**src/rtl/cp0_irq_pending_pkg.sv**
```systemverilog
// ============================================================================
//  Module      : cp0_irq_pending_pkg
//  Description : Shared CP0 constants for the interrupt-pending vector and the
//                mtc0 write-target decode helper.
//  Revision    : 1.0 - initial release
// ============================================================================
`default_nettype none

package cp0_irq_pending_pkg;

   localparam logic ENABLE  = 1'b1;
   localparam logic DISABLE = 1'b0;

   // CP0 register numbers seen on the mtc0 write port
   localparam logic [4:0] COUNT_ADDR   = 5'd9;
   localparam logic [4:0] COMPARE_ADDR = 5'd11;
   localparam logic [4:0] CAUSE_ADDR   = 5'd13;

   // Bit positions inside the pending vector
   localparam int IP_TIMER = 7;
   localparam int IP_IO_HI = 6;
   localparam int IP_IO_LO = 2;
   localparam int IP_SW_HI = 1;

   // Compare comes out of reset all-ones; sliced down to COUNT_W by the user
   localparam logic [63:0] COMPARE_RESET = {64{1'b1}};

   typedef enum logic [1:0] {
      WR_NONE    = 2'd0,
      WR_COUNT   = 2'd1,
      WR_COMPARE = 2'd2,
      WR_CAUSE   = 2'd3
   } mtc0_target_e;

   function automatic mtc0_target_e decode_target(input logic we, input logic [4:0] addr);
      mtc0_target_e t;
      t = WR_NONE;
      if (we == ENABLE) begin
         case (addr)
            COUNT_ADDR:   t = WR_COUNT;
            COMPARE_ADDR: t = WR_COMPARE;
            CAUSE_ADDR:   t = WR_CAUSE;
            default:      t = WR_NONE;
         endcase
      end
      return t;
   endfunction

endpackage

`default_nettype wire

```
**src/rtl/cp0_irq_pending_if.sv**
```systemverilog
// ============================================================================
//  Module      : cp0_irq_pending_if
//  Description : mtc0 write port, external IO lines and pending/timer outputs.
//  Revision    : 1.0 - initial release
// ============================================================================
`default_nettype none

interface cp0_irq_pending_if #(
   parameter int COUNT_W = 32
);
   logic               mtc0_we;
   logic [4:0]         mtc0_addr;
   logic [COUNT_W-1:0] mtc0_data;
   logic [4:0]         io_int_in;
   logic [7:0]         ip;
   logic [COUNT_W-1:0] count_o;
   logic [COUNT_W-1:0] compare_o;

   modport master (
      output mtc0_we, mtc0_addr, mtc0_data, io_int_in,
      input  ip, count_o, compare_o
   );

   modport slave (
      input  mtc0_we, mtc0_addr, mtc0_data, io_int_in,
      output ip, count_o, compare_o
   );
endinterface

`default_nettype wire

```
**src/rtl/cp0_sync_ff.sv**
```systemverilog
// ============================================================================
//  Module      : cp0_sync_ff
//  Description : N-stage synchronous-reset flop chain for asynchronous levels.
//  Revision    : 1.0 - initial release
// ============================================================================
`default_nettype none

module cp0_sync_ff #(
   parameter int WIDTH  = 1,
   parameter int STAGES = 2
) (
   input  wire logic             clk,
   input  wire logic             rst,
   input  wire logic [WIDTH-1:0] i_d,
   output logic      [WIDTH-1:0] o_q
);

   logic [STAGES-1:0][WIDTH-1:0] r_stage;

   always_ff @(posedge clk) begin
      if (rst) begin
         r_stage <= '0;
      end else begin
         r_stage <= {r_stage[STAGES-2:0], i_d};
      end
   end

   assign o_q = r_stage[STAGES-1];

endmodule

`default_nettype wire

```
**src/rtl/cp0_irq_pending.sv**
```systemverilog
// ============================================================================
//  Module      : cp0_irq_pending
//  Description : Source of Cause.IP[7:0]: Count/Compare timer, synchronised IO
//                interrupt lines and software-interrupt bits.
//  Revision    : 1.0 - initial release
// ============================================================================
`default_nettype none

module cp0_irq_pending
   import cp0_irq_pending_pkg::*;
#(
   parameter int COUNT_W        = 32,
   parameter int IO_SYNC_STAGES = 2,
   parameter int COUNT_DIV      = 2
) (
   input wire logic          clk,
   input wire logic          rst,
   cp0_irq_pending_if.slave  bus
);

   mtc0_target_e       w_target;
   logic               w_inc;
   logic               w_match;
   logic [4:0]         w_io_sync;
   logic [7:0]         w_ip;

   logic [COUNT_W-1:0] r_count;
   logic [COUNT_W-1:0] r_compare;
   logic               r_timer_ip;
   logic [1:0]         r_sw_ip;

   assign w_target = decode_target(bus.mtc0_we, bus.mtc0_addr);
   assign w_match  = (r_count == r_compare);

   generate
      if (COUNT_DIV == 1) begin : g_div1
         assign w_inc = ENABLE;
      end else begin : g_div2
         logic r_tick;
         // Count writes leave the phase alone so the increment cadence is stable
         always_ff @(posedge clk) begin
            if (rst) begin
               r_tick <= DISABLE;
            end else begin
               r_tick <= ~r_tick;
            end
         end
         assign w_inc = r_tick;
      end
   endgenerate

   always_ff @(posedge clk) begin
      if (rst) begin
         r_count <= '0;
      end else if (w_target == WR_COUNT) begin
         r_count <= bus.mtc0_data;
      end else if (w_inc) begin
         r_count <= r_count + 1'b1;
      end
   end

   always_ff @(posedge clk) begin
      if (rst) begin
         r_compare <= COMPARE_RESET[COUNT_W-1:0];
      end else if (w_target == WR_COMPARE) begin
         r_compare <= bus.mtc0_data;
      end
   end

   // Sticky timer request; a Compare write acknowledges it and wins over a match
   always_ff @(posedge clk) begin
      if (rst) begin
         r_timer_ip <= DISABLE;
      end else if (w_target == WR_COMPARE) begin
         r_timer_ip <= DISABLE;
      end else if (w_match) begin
         r_timer_ip <= ENABLE;
      end
   end

   always_ff @(posedge clk) begin
      if (rst) begin
         r_sw_ip <= 2'b00;
      end else if (w_target == WR_CAUSE) begin
         r_sw_ip <= bus.mtc0_data[9:8];
      end
   end

   cp0_sync_ff #(
      .WIDTH  (5),
      .STAGES (IO_SYNC_STAGES)
   ) u_io_sync (
      .clk (clk),
      .rst (rst),
      .i_d (bus.io_int_in),
      .o_q (w_io_sync)
   );

   always_comb begin
      w_ip                     = 8'h00;
      w_ip[IP_TIMER]           = r_timer_ip;
      w_ip[IP_IO_HI:IP_IO_LO]  = w_io_sync;
      w_ip[IP_SW_HI:0]         = r_sw_ip;
   end

   assign bus.ip        = w_ip;
   assign bus.count_o   = r_count;
   assign bus.compare_o = r_compare;

endmodule

`default_nettype wire

```
**src/flat_wrapper.sv**
```systemverilog
// flat-port wrapper written by rule: the top's interface ports become plain ports
module cp0_irq_pending_flat import cp0_irq_pending_pkg::*;
#(
   parameter int COUNT_W        = 32,
   parameter int IO_SYNC_STAGES = 2,
   parameter int COUNT_DIV      = 2
)
  (clk, rst, bus_mtc0_we, bus_mtc0_addr, bus_mtc0_data, bus_io_int_in, bus_ip, bus_count_o, bus_compare_o);
  cp0_irq_pending_if #(.COUNT_W(COUNT_W)) bus_i ();
  input wire logic clk;
  input wire logic rst;
  input wire logic [$bits(bus_i.mtc0_we)-1:0] bus_mtc0_we;
  input wire logic [$bits(bus_i.mtc0_addr)-1:0] bus_mtc0_addr;
  input wire logic [$bits(bus_i.mtc0_data)-1:0] bus_mtc0_data;
  input wire logic [$bits(bus_i.io_int_in)-1:0] bus_io_int_in;
  output wire logic [$bits(bus_i.ip)-1:0] bus_ip;
  output wire logic [$bits(bus_i.count_o)-1:0] bus_count_o;
  output wire logic [$bits(bus_i.compare_o)-1:0] bus_compare_o;
  assign bus_i.mtc0_we = bus_mtc0_we;
  assign bus_i.mtc0_addr = bus_mtc0_addr;
  assign bus_i.mtc0_data = bus_mtc0_data;
  assign bus_i.io_int_in = bus_io_int_in;
  assign bus_ip = bus_i.ip;
  assign bus_count_o = bus_i.count_o;
  assign bus_compare_o = bus_i.compare_o;
  cp0_irq_pending #(.COUNT_W(COUNT_W), .IO_SYNC_STAGES(IO_SYNC_STAGES), .COUNT_DIV(COUNT_DIV)) u_core (.clk(clk), .rst(rst), .bus(bus_i));
endmodule
```
**config.mk**
```make
export PLATFORM = sky130hd
export DESIGN_NAME = cp0_irq_pending_flat
export DESIGN_NICKNAME = d
export VERILOG_FILES = /design/src/rtl/cp0_irq_pending_pkg.sv /design/src/rtl/cp0_irq_pending_if.sv /design/src/rtl/cp0_sync_ff.sv /design/src/rtl/cp0_irq_pending.sv /design/src/flat_wrapper.sv
export SDC_FILE = /design/constraint.sdc
export NUM_CORES = 1
export LEC_CHECK = 0
export ABC_AREA = 1
export BUFFER_PORTS_ARGS = -buffer_cell sky130_fd_sc_hd__buf_2
export CAP_MARGIN = 20
export CORE_MARGIN = 4
export CORE_UTILIZATION = 40
export CTS_CLUSTER_DIAMETER = 150
export DETAILED_ROUTE_END_ITERATION = 16
export GPL_ROUTABILITY_DRIVEN = 1
export PLACE_DENSITY = 0.75
export SYNTH_ARGS = -nofsm -noshare
export SYNTH_HDL_FRONTEND = slang
export SYNTH_HIERARCHICAL = 1
export SYNTH_SLANG_ARGS = --single-unit
```
**constraint.sdc**
```tcl
create_clock -name clk -period 1.4 [get_ports clk]
set_input_delay 0.07 -clock clk [delete_from_list [all_inputs] [get_ports clk]]
set_output_delay 0.07 -clock clk [all_outputs]
set_load 0.02 [all_outputs]
```
==> impl_summary.txt, run 1 <==
----------------------------------------------------
[Route]
  DR WL/cell ... roughly 13 um
  Post-route DRC violation count ... 0
  Count of TritonRoute iterations in the first routing pass ... 5
  Starting DRC count in detailed routing ... 308
  Routed wire length ... 13.72 mm
  Via-per-instance ratio ... between 4 and 5
  Total number of vias ... around 4900
  Post-route antenna net violation count ... 0

[GRT]
  Total track usage ... 20.92%
  Maximum number of pins on one net before global-route repair ... 36
  Antenna violations before repair ... 0
  Leftover overflow at the end of global routing ... 0
  Number of global-route vias before repair ... about 4700
  Global-route wire length before repair ... 22.00 mm

[Worst setup path]
  Class of the most critical setup path ... flop to flop
  Required time of the critical path ... ~1.7 ns
  Kind of launch point of the worst setup path ... flop
  Critical path peak fanout ... 5
  Internal reg-to-reg setup slack ... -0.007 ns
  Critical Path End Type ... flop
  Reg2reg end ... u_core/bus.count_o[12]
  Data arrival time of the critical path ... approximately 1.7 ns
  R2r worst-path depth ... 8
  Start of the worst register-to-register path ... u_core/bus.count_o[4]

[Yosys]
  Yosys Warn Count ... 6
  Main flop type after synthesis ... sky130_fd_sc_hd__dfxtp_1
  Sequential element share of the synthesized area ... approximately a third
  Synth top area share ... a little over a third
  Dominant cells by area after synthesis ... sky130_fd_sc_hd__dfxtp_1 (35%), sky130_fd_sc_hd__nand2_1 (20%), sky130_fd_sc_hd__nor2_1 (6.3%)
  Leading post-synthesis cells by instance count ... sky130_fd_sc_hd__nand2_1 (242), sky130_fd_sc_hd__dfxtp_1 (78), sky130_fd_sc_hd__nor2_1 (75)
  Mapped Cells ... around 700
  Top cell type by total area after synthesis ... sky130_fd_sc_hd__dfxtp_1
  Number of distinct library cell variants in the gate-level netlist after synthesis ... 29
  Post-Syn Area ... about 4400 um2
  Most frequent cell after synthesis ... sky130_fd_sc_hd__nand2_1
  Synthesized area per cell ... ~6.5 um2
  Async SR Flop Fraction ... 0%
  Post-synthesis sequential element count ... around 80
  Post-synth EDFFs ... 0
  Net Count, Synth ... approximately 730

[Power]
  Leak Pwr ... roughly 2.8 nW
  Final Total Pwr ... 4.493 mW
  PD cells ... between 700 and 800 nW/um2
  VDD IR max ... about 0.51 mV

[Layout]
  Antenna cells ... 0
  Fraction of layout instances using a drive strength above 1 ... between 30% and 40%
  Final #Nets ... 919
  Area growth from synthesis to layout ... 40.44%
  Count of filler cells inserted in the layout ... 1034
  Core utilization of the finished layout ... between 50 and 60%
  Combined area of the multi-input logic cells ... around 2600 um2
  Register area ... approximately 1600 um2
  Post-route cell area ... approximately 6200 um2

[STA]
  Final Max Slew Viols ... 0
  Final Cycle Share ... 100.5%
  Final hold viol count ... 0
  Unrepaired setup endpoints after global routing ... yes
  Worst clock skew on the final layout ... roughly 0.011 ns
  Worst-case setup margin in the final layout ... -0.007021 ns
  Clock period minus final worst setup slack ... 1.407 ns
  Slew at the pin closest to its max-slew limit ... 0.4268 ns
  Upper clock frequency limit ... 710.7 MHz
  Total negative slack for setup checks ... -0.01118 ns
  Worst max-slew margin expressed relative to the limit ... between 70% and 80%
  Setup violation total in the final timing report ... 2

[Floorplan]
  Core area ... 10840 um2
  Die area ... roughly 13000 um2
  FP Rows ... 38
  Height of the die ... approximately 110 um
  Overall die width ... between 100 and 150 um
  Initial Utilization ... slightly above 40%
  Num ports ... 117

[Clock tree]
  Clock-pin slew reported for the worst setup and hold paths after clock tree synthesis ... ~0.090 ns
  Number of sinks on the clock net ... between 70 and 80
  Maximum clock insertion buffer count ... 2
  Number of buffers inserted during clock tree synthesis ... 9
  Clock tree from TritonCTS ... built
  # H-tree levels ... 3
  Cell at the root of the clock tree ... sky130_fd_sc_hd__clkbuf_8
  Insertion delay to the later sink of the worst-skew pair ... 0.36 ns

[Worst hold path]
  Start point of the worst hold path ... bus_mtc0_addr[2]
  Hold endpoint ... u_core/r_sw_ip[0]
  Worst hold path cell count ... 4
  Type of the tightest min-delay check ... input pin to flop

[Run status]
  Run status ... complete, but fails checks
  Violations in the final reports ... setup timing

[Placement]
  Pre-CTS setup slack ... -0.02957 ns
  Gpl congestion ... approximately 0.94
  Placed standard-cell area ... ~5400 um2
  HPWL after detailed placement ... 9.882 mm
  Count of input and output buffers ... ~120

[Flow run]
  Number of maximum-capacitance constraint violations ... 0

----------------------------------------------------
## registers in the layout, indices dropped and copies added, names as in the netlist
register,cells
u_core/g_div2.r_tick,1
u_core/u_io_sync/o_q,5
u_core/bus.count_o,32
u_core/r_sw_ip,2
u_core/bus.compare_o,32
u_core/r_timer_ip,1
u_core/u_io_sync/r_stage,5
## what timing repair did
action / in CTS / in global routing
pin swaps: 10 / 21
setup endpoints to repair: 10 / 25
gates resized for setup: 15 / 57
setup buffers: 4 / 6
gates cloned: 0 / 0
hold buffers: 37 / 0
hold endpoints to repair: 39 / 0
## stage by stage
step / std cells / hold slack (ns)
global route: 1018 / 0.1134
global placement: 955 / 0.2723
CTS: 1012 / 0.07420
detailed placement: 955 / 0.2819
floorplan: 686 / 0.1770
finish: 1018 / 0.08733
## power breakdown
group | internal (mW) | switching, mW | leakage [nW] | total, mW
combinational | 0.226 | 0.258 | 2.09 | 0.484
sequential | 2.23 | 0.0345 | 0.653 | 2.27
clock | 0.877 | 0.865 | 0.0976 | 1.74
total | 3.34 | 1.16 | 2.84 | 4.49
## layer usage
metal	share of wire, %	wire (um)	global-route usage, %
met5	0	0	0
met4	1.7	232	7.051
met3	6.0	819	3.873
met2	48	6607	36.04
met1	44	6062	26.27
## placed cells by master, fill, tap and decap left out
master                          instances
sky130_fd_sc_hd__nand2_1              235
sky130_fd_sc_hd__buf_2                116
sky130_fd_sc_hd__nor2_1                57
sky130_fd_sc_hd__inv_1                 53
sky130_fd_sc_hd__buf_4                 51
sky130_fd_sc_hd__nand3_1               51
sky130_fd_sc_hd__dfxtp_1               49
sky130_fd_sc_hd__dlygate4sd3_1         37
sky130_fd_sc_hd__xnor2_1               29
sky130_fd_sc_hd__a21oi_1               27
sky130_fd_sc_hd__nor2_2                22
sky130_fd_sc_hd__o21ai_0               20
sky130_fd_sc_hd__dfxtp_4               16
sky130_fd_sc_hd__nand2_2               15
sky130_fd_sc_hd__nor2_4                14
sky130_fd_sc_hd__dfxtp_2               13
sky130_fd_sc_hd__nand3b_1              12
sky130_fd_sc_hd__clkbuf_8              10
sky130_fd_sc_hd__xor2_1                10
sky130_fd_sc_hd__inv_2                  7
sky130_fd_sc_hd__o211ai_1               6
sky130_fd_sc_hd__a21oi_2                5
sky130_fd_sc_hd__clkbuf_1               3
sky130_fd_sc_hd__nand2_4                3
sky130_fd_sc_hd__buf_12                 3
sky130_fd_sc_hd__nand4_1                2
sky130_fd_sc_hd__nand3_2                2
sky130_fd_sc_hd__nor3_1                 2
sky130_fd_sc_hd__bufinv_16              1
sky130_fd_sc_hd__clkinv_4               1
sky130_fd_sc_hd__clkinv_2               1
sky130_fd_sc_hd__nor3_2                 1
sky130_fd_sc_hd__o21ai_1                1
sky130_fd_sc_hd__o21bai_1               1
sky130_fd_sc_hd__clkinv_1               1
sky130_fd_sc_hd__ha_4                   1
## cell type report
| class | instances | area share (%) |
|---|---|---|
| multi-input cells | 516 | 41.93 |
| flip-flops and latches | 78 | 26.21 |
| repair buffers | 207 | 22.31 |
| inverters | 61 | 3.664 |
| well taps | 140 | 2.803 |
| clock buffers | 13 | 2.383 |
| clock inverters | 3 | 0.7008 |
## critical path: stages (launching register included)
cell and delay (ns):
sky130_fd_sc_hd__dfxtp_4 0.38, sky130_fd_sc_hd__nand2_1 0.11, sky130_fd_sc_hd__nor2_2 0.13, sky130_fd_sc_hd__nand2_2 0.12, sky130_fd_sc_hd__nor2_4 0.16, sky130_fd_sc_hd__buf_4 0.14
sky130_fd_sc_hd__xor2_1 0.14, sky130_fd_sc_hd__a21oi_1 0.08, sky130_fd_sc_hd__nor2_1 0.08
## logic make-up (layout without fill, tap and decap cells)
group / Yosys count / after routing / share of synthesized area, %
buffers and inverters: 92 / 284 / 9.111
AOI/OAI and AO/OA: 60 / 60 / 7.396
adders and majority gates: 1 / 1 / 0.2812
xor gates and xnor gates: 39 / 39 / 7.677
and+or+nand+nor: 416 / 416 / 40.44
DFF: 78 / 78 / 35.10
## how the worst max path moves through the flow
stage	from	to	slack, ns	depth (start not counted)
floorplan	u_core/bus.count_o[9]	u_core/bus.count_o[18]	0.003	9
global placement	u_core/bus.count_o[0]	u_core/bus.count_o[18]	0.006	10
detailed placement	u_core/bus.count_o[0]	u_core/bus.count_o[18]	-0.03	10
CTS	u_core/bus.count_o[4]	u_core/bus.count_o[18]	-0.003	9
global route	u_core/bus.count_o[2]	u_core/bus.count_o[26]	-0.09	9
finish	u_core/bus.count_o[4]	u_core/bus.count_o[12]	-0.007	8
Note: power is estimated with default switching activity, not from simulation.
==> inputs of run 2 (changes only) <==
--- a/config.mk
+++ b/config.mk
@@ -13,6 +13,7 @@
 export CTS_CLUSTER_DIAMETER = 150
 export DETAILED_ROUTE_END_ITERATION = 16
 export GPL_ROUTABILITY_DRIVEN = 1
+export MAX_ROUTING_LAYER = met4
 export PLACE_DENSITY = 0.75
 export SYNTH_ARGS = -nofsm -noshare
 export SYNTH_HDL_FRONTEND = slang
==> impl_summary.txt, run 2 (same netlist as run 1, synthesis figures left out) <==
----------------------------------------------------
[Power]
  Clock power share ... 34.8% (-4.0 points)
  Logic gate share of total power ... 11.8% (+1.0 points)
  NetSw ... 1.163 mW (+0.46%)
  Switching fraction of total power ... 27.37% (+1.6 points)
  Design internal power ... 3.087 mW (-7.4%)
  Final Total Pwr ... 4.250 mW (-5.4%)
  Proportion of power drawn by flip-flops and latches ... 53.4% (+2.9 points)
  Leak Pwr ... 2.898 nW (+2.1%)
  VDD IR max ... 0.4425 mV (-13%)
  PD cells ... 675.6 nW/um2 (-6.0%)

[Worst setup path]
  Data arrival time of the critical path ... 1.63 ns (-0.08 ns)
  Required time of the critical path ... 1.64 ns (-0.06 ns)
  Class of the most critical setup path ... flop to flop
  Reg2reg end ... u_core/bus.count_o[18]
  Start of the worst register-to-register path ... u_core/bus.count_o[0]
  Internal reg-to-reg setup slack ... 0.009 ns (+0.02 ns)
  Kind of launch point of the worst setup path ... flop
  Critical Path End Type ... flop
  Critical path peak fanout ... 5 (unchanged)
  R2r worst-path depth ... 10 (+2)

[Worst hold path]
  Start point of the worst hold path ... bus_mtc0_addr[2]
  Hold endpoint ... u_core/r_sw_ip[1]
  Type of the tightest min-delay check ... input pin to flop
  Worst hold path cell count ... 4 (unchanged)

[Clock tree]
  Clock-pin slew reported for the worst setup and hold paths after clock tree synthesis ... 0.08 ns (about the same)
  Maximum clock insertion buffer count ... 2 (unchanged)
  Clock tree from TritonCTS ... built
  Cell at the root of the clock tree ... sky130_fd_sc_hd__clkbuf_8
  Number of sinks on the clock net ... 78 (unchanged)
  Insertion delay to the later sink of the worst-skew pair ... 0.37 ns (about the same)
  Number of buffers inserted during clock tree synthesis ... 9 (unchanged)
  # H-tree levels ... 3 (unchanged)

[Route]
  Via-per-instance ratio ... 4.772 (-0.77%)
  Total number of vias ... 4844 (-1.1%)
  DR WL/cell ... 13.47 um (about the same)
  Post-route DRC violation count ... 0 (unchanged)
  Routed wire length ... 13.68 mm (-0.33%)
  Count of TritonRoute iterations in the first routing pass ... 5 (unchanged)
  Post-route antenna net violation count ... 0 (unchanged)
  Starting DRC count in detailed routing ... 341 (+11%)

[Layout]
  Antenna cells ... 0 (unchanged)
  Most common library cell in the layout ignoring fill and taps ... sky130_fd_sc_hd__nand2_1
  Commonest non-fill, non-tap cells in the layout ... sky130_fd_sc_hd__nand2_1 (231), sky130_fd_sc_hd__buf_2 (116), sky130_fd_sc_hd__inv_1 (54), sky130_fd_sc_hd__nor2_1 (54), sky130_fd_sc_hd__nand3_1 (51)
  Core utilization of the finished layout ... 58.03% (+0.39 points)
  Final #Nets ... 916 (-0.33%)
  Area growth from synthesis to layout ... 41.39%
  Fraction of layout instances using a drive strength above 1 ... 32.91% (+0.80 points)
  Post-route cell area ... 6291 um2 (+0.68%)

[STA]
  Upper clock frequency limit ... 718.7 MHz (+1.1%)
  Clock period minus final worst setup slack ... 1.391 ns (-0.01558 ns)
  Setup violation total in the final timing report ... 0 (-2)
  Total negative slack for setup checks ... 0 ns (+0.01118 ns)
  Worst max-slew margin expressed relative to the limit ... 70.38% (-1.2 points)
  Final Cycle Share ... 99.39% (-1.1 points)
  Worst clock skew on the final layout ... 0.006627 ns (-0.004818 ns)
  Slew at the pin closest to its max-slew limit ... 0.4443 ns (+0.01743 ns)
  Final Max Slew Viols ... 0 (unchanged)
  Unrepaired setup endpoints after global routing ... yes
  Final hold viol count ... 0 (unchanged)

[Floorplan]
  Core area ... 10840 um2 (unchanged)
  FP Rows ... 38 (unchanged)
  Initial Utilization ... 41.04% (unchanged)
  Height of the die ... 113.5 um (unchanged)
  Overall die width ... 113.5 um (unchanged)
  Num ports ... 117 (unchanged)
  Die area ... 12870 um2 (unchanged)

[GRT]
  Global-route wire length before repair ... 22.14 mm (+0.66%)
  Total track usage ... 21.90% (+0.98 points)
  Maximum number of pins on one net before global-route repair ... 36 (unchanged)
  Antenna violations before repair ... 0 (unchanged)
  Number of global-route vias before repair ... 4557 (-2.9%)
  Leftover overflow at the end of global routing ... 0 (unchanged)

[Flow run]
  Number of maximum-capacitance constraint violations ... 0 (unchanged)

[Placement]
  HPWL after detailed placement ... 9.900 mm (+0.17%)
  Count of input and output buffers ... 116 (unchanged)
  Placed standard-cell area ... 5439 um2 (+0.18%)
  Gpl congestion ... 0.9309 (-1.2%)

[Run status]
  Run status ... finished clean

----------------------------------------------------
-- run 2: cell types whose count changed in the layout (fill, tap and decap cells not counted), moves of 2 or more --
cell / delta
sky130_fd_sc_hd__clkbuf_1: -2
sky130_fd_sc_hd__nand2_4: +4
sky130_fd_sc_hd__clkinv_1: +3
sky130_fd_sc_hd__nor2_4: +7
sky130_fd_sc_hd__xnor2_1: -4
sky130_fd_sc_hd__xnor2_2: +4
sky130_fd_sc_hd__inv_2: -3
sky130_fd_sc_hd__nor2_1: -3
sky130_fd_sc_hd__nand2_1: -4
sky130_fd_sc_hd__buf_4: -3
sky130_fd_sc_hd__nor2_2: -4
-- run 2: layout make-up --
cell class	count	area, um2
flip-flops and latches	78	1638
clock buffers	10	127.6
well taps	140	175.2
fillers	1049	4549
inverters	61	236.5
multi-input cells	516	2723
repair buffers	204	1363
clock inverters	6	28.78
-- run 2: worst max path at each step --
stage	slack, ns	startpoint	end
2_1_floorplan	0.003	u_core/bus.count_o[9]	u_core/bus.count_o[18]
5_1_grt	-0.07	u_core/bus.count_o[0]	u_core/bus.count_o[18]
6_report	0.009	u_core/bus.count_o[0]	u_core/bus.count_o[18]
3_3_place_gp	-0.04	u_core/bus.count_o[9]	u_core/bus.count_o[28]
3_5_place_dp	-0.04	u_core/bus.count_o[0]	u_core/bus.count_o[18]
4_1_cts	-0.03	u_core/bus.count_o[1]	u_core/bus.count_o[18]
-- run 2: routing by layer --
metal  track usage [%]  vias to the layer above  share of wire (%)
met1             28.54                     2186                 46
met2             35.14                      142                 48
met5                 -                        -                  0
met3             3.183                       18                4.9
li1                  -                     2498                  -
met4             6.971                        0                1.8
-- run 2: power groups by stage --
stage | Clock, mW | Sequential, mW | Combinational, mW
floorplan | 0 | 2.37 | 0.179
detailed placement | 0 | 2.34 | 0.394
global route | 1.62 | 2.27 | 0.549
CTS | 1.53 | 2.29 | 0.483
finish | 1.48 | 2.27 | 0.502
global placement | 0 | 2.34 | 0.392
-- run 2: critical path, stage by stage (launching register included) --
cell and delay (ns):
sky130_fd_sc_hd__dfxtp_4 0.38, sky130_fd_sc_hd__ha_4 0.16, sky130_fd_sc_hd__inv_4 0.04, sky130_fd_sc_hd__nor2_4 0.11, sky130_fd_sc_hd__nand2_4 0.09, sky130_fd_sc_hd__nor2_4 0.15, sky130_fd_sc_hd__nand2_1 0.07, sky130_fd_sc_hd__nand2_1 0.06
sky130_fd_sc_hd__nand2_1 0.05, sky130_fd_sc_hd__a21oi_2 0.10, sky130_fd_sc_hd__nor2_1 0.05
-- run 2: metrics by stage --
step / setup slack [ns] / instances / hold slack [ns]
2_1_floorplan: 0.003373 / 686 / 0.1770
3_3_place_gp: -0.04171 / 958 / 0.2729
3_5_place_dp: -0.04450 / 958 / 0.2816
4_1_cts: -0.03213 / 1015 / 0.06070
5_1_grt: -0.07242 / 1015 / 0.09958
6_report: 0.008555 / 1015 / 0.07691
-- run 2: what timing repair did --
| action | 4_1_cts | 5_1_grt |
|---|---|---|
| cloned | 0 | 0 |
| hold endpoints to repair | 41 | 0 |
| endpoints found under the setup margin | 14 | 26 |
| setup buffers | 4 | 1 |
| hold buffers | 37 | 0 |
| pin swaps | 4 | 22 |
| gates resized for setup | 8 | 90 |
